**src/rtl/pintar_blanco.sv**
```systemverilog
// Canvas-clear writer: walks the framebuffer (or a latched rectangle when
// PINTAR_BLANCO_RECT_EN is defined) and writes WHITE through a valid/ready port.
module pintar_blanco #(
    parameter int                 H_RES   = 64,
    parameter int                 V_RES   = 64,
    parameter int                 ADDR_W  = 12,
    parameter int                 COLOR_W = 24,
    parameter logic [COLOR_W-1:0] WHITE   = COLOR_W'(24'hFFFFFF)
) (
    input  logic               clk,
    input  logic               rst,
    input  logic               init,
    input  logic               wr_ready,
`ifdef PINTAR_BLANCO_RECT_EN
    input  logic [ADDR_W-1:0]  x0,
    input  logic [ADDR_W-1:0]  y0,
    input  logic [ADDR_W-1:0]  x1,
    input  logic [ADDR_W-1:0]  y1,
`endif
    output logic               wr_en,
    output logic [ADDR_W-1:0]  wr_addr,
    output logic [COLOR_W-1:0] wr_data,
    output logic [23:0]        cont_cursor,
    output logic               busy,
    output logic               done
);

    localparam logic [ADDR_W-1:0] H_LAST  = ADDR_W'(H_RES - 1);
    localparam logic [ADDR_W-1:0] V_LAST  = ADDR_W'(V_RES - 1);
    localparam logic [ADDR_W-1:0] H_RES_A = ADDR_W'(H_RES);

    typedef enum logic [1:0] {
        S_IDLE  = 2'd0,
        S_WRITE = 2'd1,
        S_DONE  = 2'd2
    } state_t;

    state_t             state_q, state_d;
    logic [ADDR_W-1:0]  x_q, x_d;
    logic [ADDR_W-1:0]  y_q, y_d;
    logic [23:0]        cnt_q, cnt_d;

    // Walk bounds: start point sampled at init, wrap/stop bounds used during the walk.
    logic [ADDR_W-1:0]  start_x, start_y;
    logic [ADDR_W-1:0]  lo_x, hi_x, hi_y;
    logic               start_bad;
    logic               start_walk;

`ifdef PINTAR_BLANCO_RECT_EN
    logic [ADDR_W-1:0]  lx_q, lx_d;
    logic [ADDR_W-1:0]  hx_q, hx_d;
    logic [ADDR_W-1:0]  hy_q, hy_d;

    always_comb begin
        start_x   = x0;
        start_y   = y0;
        lo_x      = lx_q;
        hi_x      = hx_q;
        hi_y      = hy_q;
        start_bad = (x0 > x1) || (y0 > y1) || (x1 > H_LAST) || (y1 > V_LAST);
        lx_d      = start_walk ? x0 : lx_q;
        hx_d      = start_walk ? x1 : hx_q;
        hy_d      = start_walk ? y1 : hy_q;
    end

    always_ff @(negedge clk) begin
        if (rst) begin
            lx_q <= '0;
            hx_q <= '0;
            hy_q <= '0;
        end else begin
            lx_q <= lx_d;
            hx_q <= hx_d;
            hy_q <= hy_d;
        end
    end
`else
    always_comb begin
        start_x   = '0;
        start_y   = '0;
        lo_x      = '0;
        hi_x      = H_LAST;
        hi_y      = V_LAST;
        start_bad = 1'b0;
    end
`endif

    always_comb begin
        state_d    = state_q;
        x_d        = x_q;
        y_d        = y_q;
        cnt_d      = cnt_q;
        start_walk = 1'b0;
        case (state_q)
            S_IDLE, S_DONE: begin
                if (init) begin
                    start_walk = 1'b1;
                    x_d        = start_x;
                    y_d        = start_y;
                    cnt_d      = '0;
                    state_d    = start_bad ? S_DONE : S_WRITE;
                end
            end
            S_WRITE: begin
                if (wr_ready) begin
                    cnt_d = cnt_q + 24'd1;
                    if (x_q == hi_x) begin
                        x_d = lo_x;
                        if (y_q == hi_y) begin
                            state_d = S_DONE;
                        end else begin
                            y_d = y_q + 1'b1;
                        end
                    end else begin
                        x_d = x_q + 1'b1;
                    end
                end
            end
            default: begin
                state_d = S_IDLE;
                x_d     = '0;
                y_d     = '0;
                cnt_d   = '0;
            end
        endcase
    end

    // The whole block advances on the falling edge of clk.
    always_ff @(negedge clk) begin
        if (rst) begin
            state_q <= S_IDLE;
            x_q     <= '0;
            y_q     <= '0;
            cnt_q   <= '0;
        end else begin
            state_q <= state_d;
            x_q     <= x_d;
            y_q     <= y_d;
            cnt_q   <= cnt_d;
        end
    end

    always_comb begin
        wr_en       = 1'b0;
        wr_addr     = '0;
        wr_data     = '0;
        busy        = 1'b0;
        done        = 1'b0;
        cont_cursor = '0;
        case (state_q)
            S_WRITE: begin
                wr_en       = 1'b1;
                busy        = 1'b1;
                wr_data     = WHITE;
                wr_addr     = y_q * H_RES_A + x_q;
                cont_cursor = cnt_q;
            end
            S_DONE: begin
                done        = 1'b1;
                cont_cursor = cnt_q;
            end
            default: begin
                cont_cursor = '0;
            end
        endcase
    end

endmodule
```
**config.mk**
```make
export PLATFORM = sky130hd
export DESIGN_NAME = pintar_blanco
export DESIGN_NICKNAME = d
export VERILOG_FILES = /design/src/rtl/pintar_blanco.sv
export SDC_FILE = /design/constraint.sdc
export NUM_CORES = 1
export LEC_CHECK = 0
export CAP_MARGIN = 40
export CORE_AREA = 2 2 82 84
export CTS_CLUSTER_DIAMETER = 150
export DETAILED_ROUTE_END_ITERATION = 16
export DIE_AREA = 0 0 84 86
export HOLD_SLACK_MARGIN = 0.05
export MAX_ROUTING_LAYER = met4
export PLACE_DENSITY = 0.76
export SLEW_MARGIN = 25
export SYNTH_ARGS = -nofsm -noshare
export SYNTH_HDL_FRONTEND = slang
export SYNTH_SLANG_ARGS = --single-unit
export TNS_END_PERCENT = 1
```
**constraint.sdc**
```tcl
create_clock -name clk -period 2.7 [get_ports clk]
set_input_delay 0.54 -clock clk [delete_from_list [all_inputs] [get_ports clk]]
set_output_delay 0.54 -clock clk [all_outputs]
set_load 0.03 [all_outputs]
```
After elaboration in Yosys (flattened, before gate mapping)
Index checks and enable logic that the tools add are counted. Widths: inputs -> output; s select.

Equality and inequality tests: 9. Muxes and demuxes: 21. Reduce and logical (&&, ||, !) cells: 6. $add $sub $neg: 4.

Operators with widths (number): $mux 24 (4); $mux 12 (7); $pmux 12 s2 (2); $pmux 24 s2 (1); $add 12x1->12 const B (2); $add 24x1->24 const B (1); $eq 12x6->1 const B (2); $add 12x12->12 (1); $ne 2x2->1 const B (5); $mux 2 (4); $reduce_and 4->1 (2); $pmux 2 s2 (1); $reduce_or 2->1 (2); $eq 2x1->1 const B (1); $eq 2x2->1 const B (1); $logic_not 2->1 (1); $mux 1 (2); $reduce_and 2->1 (1).

Output and inout port bits: 63. Word-level logic and storage cells: 44. Input bits: 4. Register bits after elaboration: 50.

Logic depth before layout (Yosys ltp)
Gate-level depths: netlist (run 1).

Depth in word-level cells: 5. Gate-level depth with buffers: 9. Gate-level depth less buffers: 7.

==> results of run 1 <==
-- timing repair --
item	in CTS	in global routing
pin swaps	25	7
endpoints found under the setup margin	113	102
setup buffers	2	0
resized for setup	90	30
cloned	0	0
-- registers in the layout, summed over array words and instances, names as in the netlist --
register  count
y_q          12
cnt_q        24
x_q          12
state_q       2
-- logic make-up after synthesis --
logic type	synth area share (%)
flops	32.35
xor+xnor	7.925
fa+ha+maj	5.095
mux	1.294
compound gates	9.867
buf+inv	9.988
simple gates	33.48
-- worst min-delay path by stage --
stage	to	slack [ps]
3_3_place_gp	cnt_q[23]$_SDFFE_NP0P_	470
2_1_floorplan	y_q[11]$_SDFFE_NP0P_	450
6_report	cnt_q[23]$_SDFFE_NP0P_	480
3_5_place_dp	cnt_q[23]$_SDFFE_NP0P_	470
5_1_grt	cnt_q[23]$_SDFFE_NP0P_	510
4_1_cts	cnt_q[23]$_SDFFE_NP0P_	480
-- worst register-to-register path, delay by kind of cell, from the launching register on --
kind / cells / cell delay [ps]
AND/OR/NAND/NOR: 3 / 1000
AO/OA/AOI/OAI: 2 / 280
adder cells (fa/ha/maj): 1 / 160
buffers and inverters: 4 / 410
flip-flops: 1 / 350
-- cells in the mapped netlist (5+ instances only) --
library cell  instances  area [um2]
dfxtp_1              50        1001
nand3_1              17       85.08
and2_1               32       200.2
a21oi_1              20       100.1
clkbuf_1             13       48.80
or3_1                 6       37.54
nor2_1               35       131.4
inv_1                10       37.54
a21o_1                5       37.54
o21ai_0               8       40.04
nand4_1              17       106.4
buf_4                26       195.2
and3_1                5       31.28
xor2_1               11       96.34
nor3_1               14       70.07
or4_1                 8       60.06
nand2_1              21       78.83
a31oi_1               5       31.28
xnor2_1              17       148.9
ha_1                 11       137.6
nor4_1                5       31.28
-- layout make-up --
| cell class | instances | share of cell area, % |
|---|---|---|
| tap | 77 | 2.022 |
| sequential | 50 | 21.29 |
| inverter | 9 | 0.7614 |
| multi-input combinational | 277 | 43.58 |
| timing repair buffer | 138 | 26.73 |
| clock buffer | 5 | 1.444 |
| clock inverter | 52 | 4.174 |
-- routing by layer --
metal / routed length [um] / track usage (%)
met5: 0 / -
met4: 251 / 14.52
met3: 454 / 7.315
met2: 4440 / 40.95
met1: 3577 / 26.99
-- per-stage QoR --
step                      hold slack (ps)  cells  util, %  instance area (um2)  setup TNS [ps]
after global routing                506.5    608    75.92                 4766          -47670
final                               477.0    608    75.92                 4766          -43390
after CTS                           478.8    608    74.09                 4651          -42870
after detailed placement            472.5    550    64.76                 4065          -73000
after global placement              466.6    550    64.76                 4065          -69340
after floorplan                     451.5    380        -                 3147          -36250
-- power breakdown --
| part | internal, mW | switching (mW) | leakage (nW) |
|---|---|---|---|
| combinational | 0.568 | 0.828 | 1.39 |
| clock | 0.274 | 0.476 | 0.307 |
| sequential | 0.760 | 0.0184 | 0.407 |
==> run_results.csv, run 1 <==
group,metric,value,unit
floorplanning,die_x,84,um
clock_network,clk_pin_slew,40,ps
logic_synthesis,synth_edf_count,0,
timing,final-max-slew-violation-count,0,
hold_path,hold_path.class,"flop to flop",
drt,drc,0,
logic_synthesis,synthFlopType,"dfxtp_1",
drt,drt_first_pass_iters,4,
setup_path,crit_top_cell,"buf_6",
place,hpwl,5674,um
cells_and_area,nFillCells,408,
setup_path,r2r_cells,10,
setup_path,crit_end,"wr_addr[11]",
timing,layout_setup_ws,-1279,ps
setup_path,r2r_end,"cnt_q[21]$_SDFFE_NP0P_",
outcome,violations,"setup timing",
logic_synthesis,syn_area,3094,um2
cells_and_area,seq_area,1015,um2
clock_network,htreeDepth,2,
setup_path,crit_path_end_kind,"primary output",
setup_path,required,2160,ps
logic_synthesis,async_flop_share,0,%
logic_synthesis,yosysUniqueCellTypes,46,
logic_synthesis,syn_inst,380,
setup_path,critPathKind,"flop to primary output",
drt,via_count,3341,
floorplanning,dieArea,7224,um2
clock_network,root_buffer,"clkbuf_8",
power,peakVddDrop,654.9,uV
clock_network,ctsHoldBuffers,0,
clock_network,numCtsBuffers,5,
setup_path,slowest_stage,"or4_1",
timing,setup-violations-final,80,
logic_synthesis,synth_seq_area_share,32.35,%
cells_and_area,mostFrequentLayoutCell,"buf_4",
logic_synthesis,yosysWarnings,0,
global_route,grt_pass1_vias,3316,
power,p_leak,2.109,nW
timing,finClkSkew,33.81,ps
setup_path,cp-start-kind,"flop",
global_route,grt_max_degree,46,
cells_and_area,drive_above_1_share,39.17,%
clock_network,cts_tree,"done",
clock_network,clock_sinks,50,
setup_path,cp.arrival,3440,ps
setup_path,path_max_fanout,2,
clock_network,insertion_delay,390,ps
floorplanning,start_util,49.29,%
cells_and_area,mostFrequentLayoutCells,"88 x buf_4, 57 x inv_1, 43 x dfxtp_1, 43 x buf_6, 34 x nor2_1",
hold_path,hold_path.startpoint,"cnt_q[23]$_SDFFE_NP0P_",
setup_path,reg2reg_from,"state_q[0]$_SDFFE_NP0P_",
timing,max-slew-margin-rel,59.66,%
setup_path,cp_cell_sequence,"buf_6 > ha_4 > a21o_1 > a21oi_2 > nor2b_2 > or4_1 > nand4_1 > buf_6",
cells_and_area,final_nets,547,
setup_path,worst-path-stages,8,
global_route,grtUsageTotal,24.95,%
floorplanning,ioPinCount,67,
drt,avgViaCountPerCell,5.495,
setup_path,slowest_delay,390,ps
setup_path,critPathTopFamily,"simple AND/OR/NAND/NOR gates",
floorplanning,rows,29,
global_route,grt_pass1_wl,14460,um
cells_and_area,multiInputGateArea,2077,um2
global_route,grt.overflow.total,0,
drt,totalWireLength,8724,um
place,preCtsSetupSlack,-1351,ps
drt,ant_nets,0,
place,io_buffer_count,66,
logic_synthesis,synth_area_per_cell,8.143,um2
clock_network,cts_buffer_depth,2,
setup_path,rrSetupSlack,410,ps
timing,hold_viol,0,
floorplanning,core_area,6277,um2
cells_and_area,area_growth,54.02,%
power,power.density,613.5,nW/um2
drt,drtIter0Drc,103,
place,gp_congestion,0.8878,
power,p_total,2.924,mW
logic_synthesis,syn_nets,396,
timing,rsz0062_at_grt,"true",
timing,tightest_slew,599.6,ps
logic_synthesis,ys_ff_latch,50,
cells_and_area,antenna_cells,0,
floorplanning,die_h,86,um
global_route,antenna_found_initial,0,
hold_path,whs_path_depth,2,
outcome,outcome,"complete, but fails checks",
drt,wl_per_cell,14.35,um
setup_path,crit_path_start,"x_q[7]$_SDFFE_NP0P_",
setup_path,critPathBufInv,2,
flow_run,cap_viol_max_count,0,
Power figures use the tool's default switching activity.
==> run 2, diff against run 1 <==
--- a/config.mk
+++ b/config.mk
@@ -11,7 +11,6 @@
 export DETAILED_ROUTE_END_ITERATION = 16
 export DIE_AREA = 0 0 84 86
 export HOLD_SLACK_MARGIN = 0.05
-export MAX_ROUTING_LAYER = met4
 export PLACE_DENSITY = 0.76
 export SLEW_MARGIN = 25
 export SYNTH_ARGS = -nofsm -noshare
==> run 2 against run 1 <==
  * Clock skew grew 7.9 ps
  * Routed wire length increased by 1.0%
  * Via count about the same
  * Combinational power barely moved
  * Largest cell class unchanged
  * First-iteration DRC count grew 26%
  * The flow still finishes with violations (setup timing)
  * Highest routed layer unchanged
  * Total power increased by 0.45%
==> run_results.csv, run 2 (same netlist as run 1, synthesis figures left out) <==
group,metric,value,unit
setup_path,cp_cell_sequence,"buf_6 > ha_4 > a21o_1 > a21oi_2 > nor2b_2 > or4_1 > nand4_1 > buf_6",
cells_and_area,area_growth,54.14,%
power,p_leak,2.110,nW
floorplanning,ioPinCount,67,
timing,layout_setup_ws,-1290,ps
place,hpwl,5674,um
timing,rsz0062_at_grt,"true",
timing,max-slew-margin-rel,59.73,%
setup_path,crit_top_cell,"buf_6",
drt,via_count,3339,
outcome,violations,"setup timing",
cells_and_area,final_cells,608,
cells_and_area,regMostFlops,"cnt_q",
cells_and_area,mostFrequentLayoutCell,"buf_4",
clock_network,htreeDepth,2,
setup_path,cp.arrival,3450,ps
setup_path,reg2reg_from,"state_q[0]$_SDFFE_NP0P_",
timing,setup-violations-final,80,
setup_path,critPathBufInv,2,
power,power.density,615.7,nW/um2
setup_path,critPathKind,"flop to primary output",
drt,drt_first_pass_iters,4,
drt,totalWireLength,8813,um
drt,ant_nets,0,
cells_and_area,drive_above_1_share,39.17,%
place,gp_congestion,0.8735,
place,preCtsSetupSlack,-1351,ps
global_route,grt.overflow.total,0,
floorplanning,core_area,6277,um2
drt,drc,0,
timing,setup-tns-final,-43460,ps
flow_run,cap_viol_max_count,0,
clock_network,root_buffer,"clkbuf_8",
timing,final-max-slew-violation-count,0,
global_route,grtUsageTotal,24.30,%
drt,avgViaCountPerCell,5.492,
timing,tightest_slew,598.6,ps
setup_path,slowest_stage,"or4_1",
setup_path,required,2160,ps
cells_and_area,largest_reg_flops,24,
floorplanning,die_x,84,um
floorplanning,dieArea,7224,um2
outcome,outcome,"complete, but fails checks",
global_route,grt_pass1_vias,3310,
setup_path,slowest_delay,390,ps
timing,finClkSkew,41.73,ps
setup_path,crit_path_start,"y_q[1]$_SDFFE_NP0P_",
cells_and_area,reg_top3,"cnt_q x24, x_q x12, y_q x12",
power,peakVddDrop,646.6,uV
clock_network,cts_tree,"done",
setup_path,crit_path_end_kind,"primary output",
floorplanning,die_h,86,um
global_route,antenna_found_initial,0,
setup_path,path_max_fanout,6,
hold_path,hold_path.startpoint,"cnt_q[23]$_SDFFE_NP0P_",
setup_path,cp-start-kind,"flop",
global_route,grt_pass1_wl,14480,um
place,io_buffer_count,66,
clock_network,clk_pin_slew,40,ps
floorplanning,start_util,49.29,%
place,dp_cells,550,
cells_and_area,final_nets,547,
hold_path,hold_path.class,"flop to flop",
clock_network,clock_sinks,50,
clock_network,cts_buffer_depth,2,
cells_and_area,antenna_cells,0,
clock_network,numCtsBuffers,5,
clock_network,insertion_delay,400,ps
drt,drtIter0Drc,130,
floorplanning,rows,29,
cells_and_area,mostFrequentLayoutCells,"87 x buf_4, 57 x inv_1, 44 x buf_6",
timing,hold_viol,0,
clock_network,ctsHoldBuffers,0,
drt,wl_per_cell,14.50,um
cells_and_area,fin_util,75.98,%
global_route,grt_max_degree,46,
setup_path,critPathTopFamily,"simple AND/OR/NAND/NOR gates",
run 2: changes by cell type in the layout (fill, tap and decap cells not counted):
cell,before,now
buf_4,88,87
buf_6,43,44
run 2: per-stage QoR:
step | power, mW | hold WS [ps] | area [um2]
floorplan | 1.802 | 451.5 | 3147
global placement | 2.133 | 466.6 | 4065
detailed placement | 2.154 | 472.5 | 4065
CTS | 2.893 | 478.8 | 4651
global route | 3.109 | 506.5 | 4770
finish | 2.937 | 477.0 | 4770
run 2: path summary, 6_finish.rpt:
path	end	slack, ps	cells past startpoint
hold reg to reg	cnt_q[23]$_SDFFE_NP0P_	480	2
setup / recovery	wr_addr[11]	-1290	8
hold / removal	cnt_q[23]$_SDFFE_NP0P_	480	2
setup reg to reg	cnt_q[21]$_SDFFE_NP0P_	400	10
run 2: final cells by class:
class / instances / area, um2
clock buffer: 5 / 68.82
timing repair buffer: 138 / 1277
inverter: 9 / 36.28
fill: 407 / 1508
clock inverter: 52 / 198.9
multi-input combinational: 277 / 2077
tap: 77 / 96.34
sequential: 50 / 1015
run 2: repair_timing:
action	in CTS	in global routing
resized for setup	90	31
pin swaps	25	7
setup buffers	2	0
endpoints found under the hold margin	0	0
endpoints found under the setup margin	113	102
run 2: power by group:
group	internal [mW]	switching [mW]
sequential	0.760	0.0183
clock	0.274	0.485
combinational	0.570	0.830
run 2: metal layers:
| layer | up-vias | part of all wire [%] | wire length, um | track usage [%] |
|---|---|---|---|---|
| li1 | 1611 | - | - | - |
| met1 | 1560 | 40 | 3490 | 27.16 |
| met2 | 133 | 51 | 4515 | 40.87 |
| met3 | 35 | 5.6 | 495 | 6.641 |
| met4 | 0 | 3.5 | 311 | 15.84 |
| met5 | - | 0 | 0 | 0 |
run 2: worst reg2reg max path, delay by kind of cell (launching register included):
kind	cells	cell delay, ps
AOI/OAI and AO/OA	2	290
buffers and inverters	4	410
DFF	1	350
adders and majority gates	1	160
and+or+nand+nor	3	1010
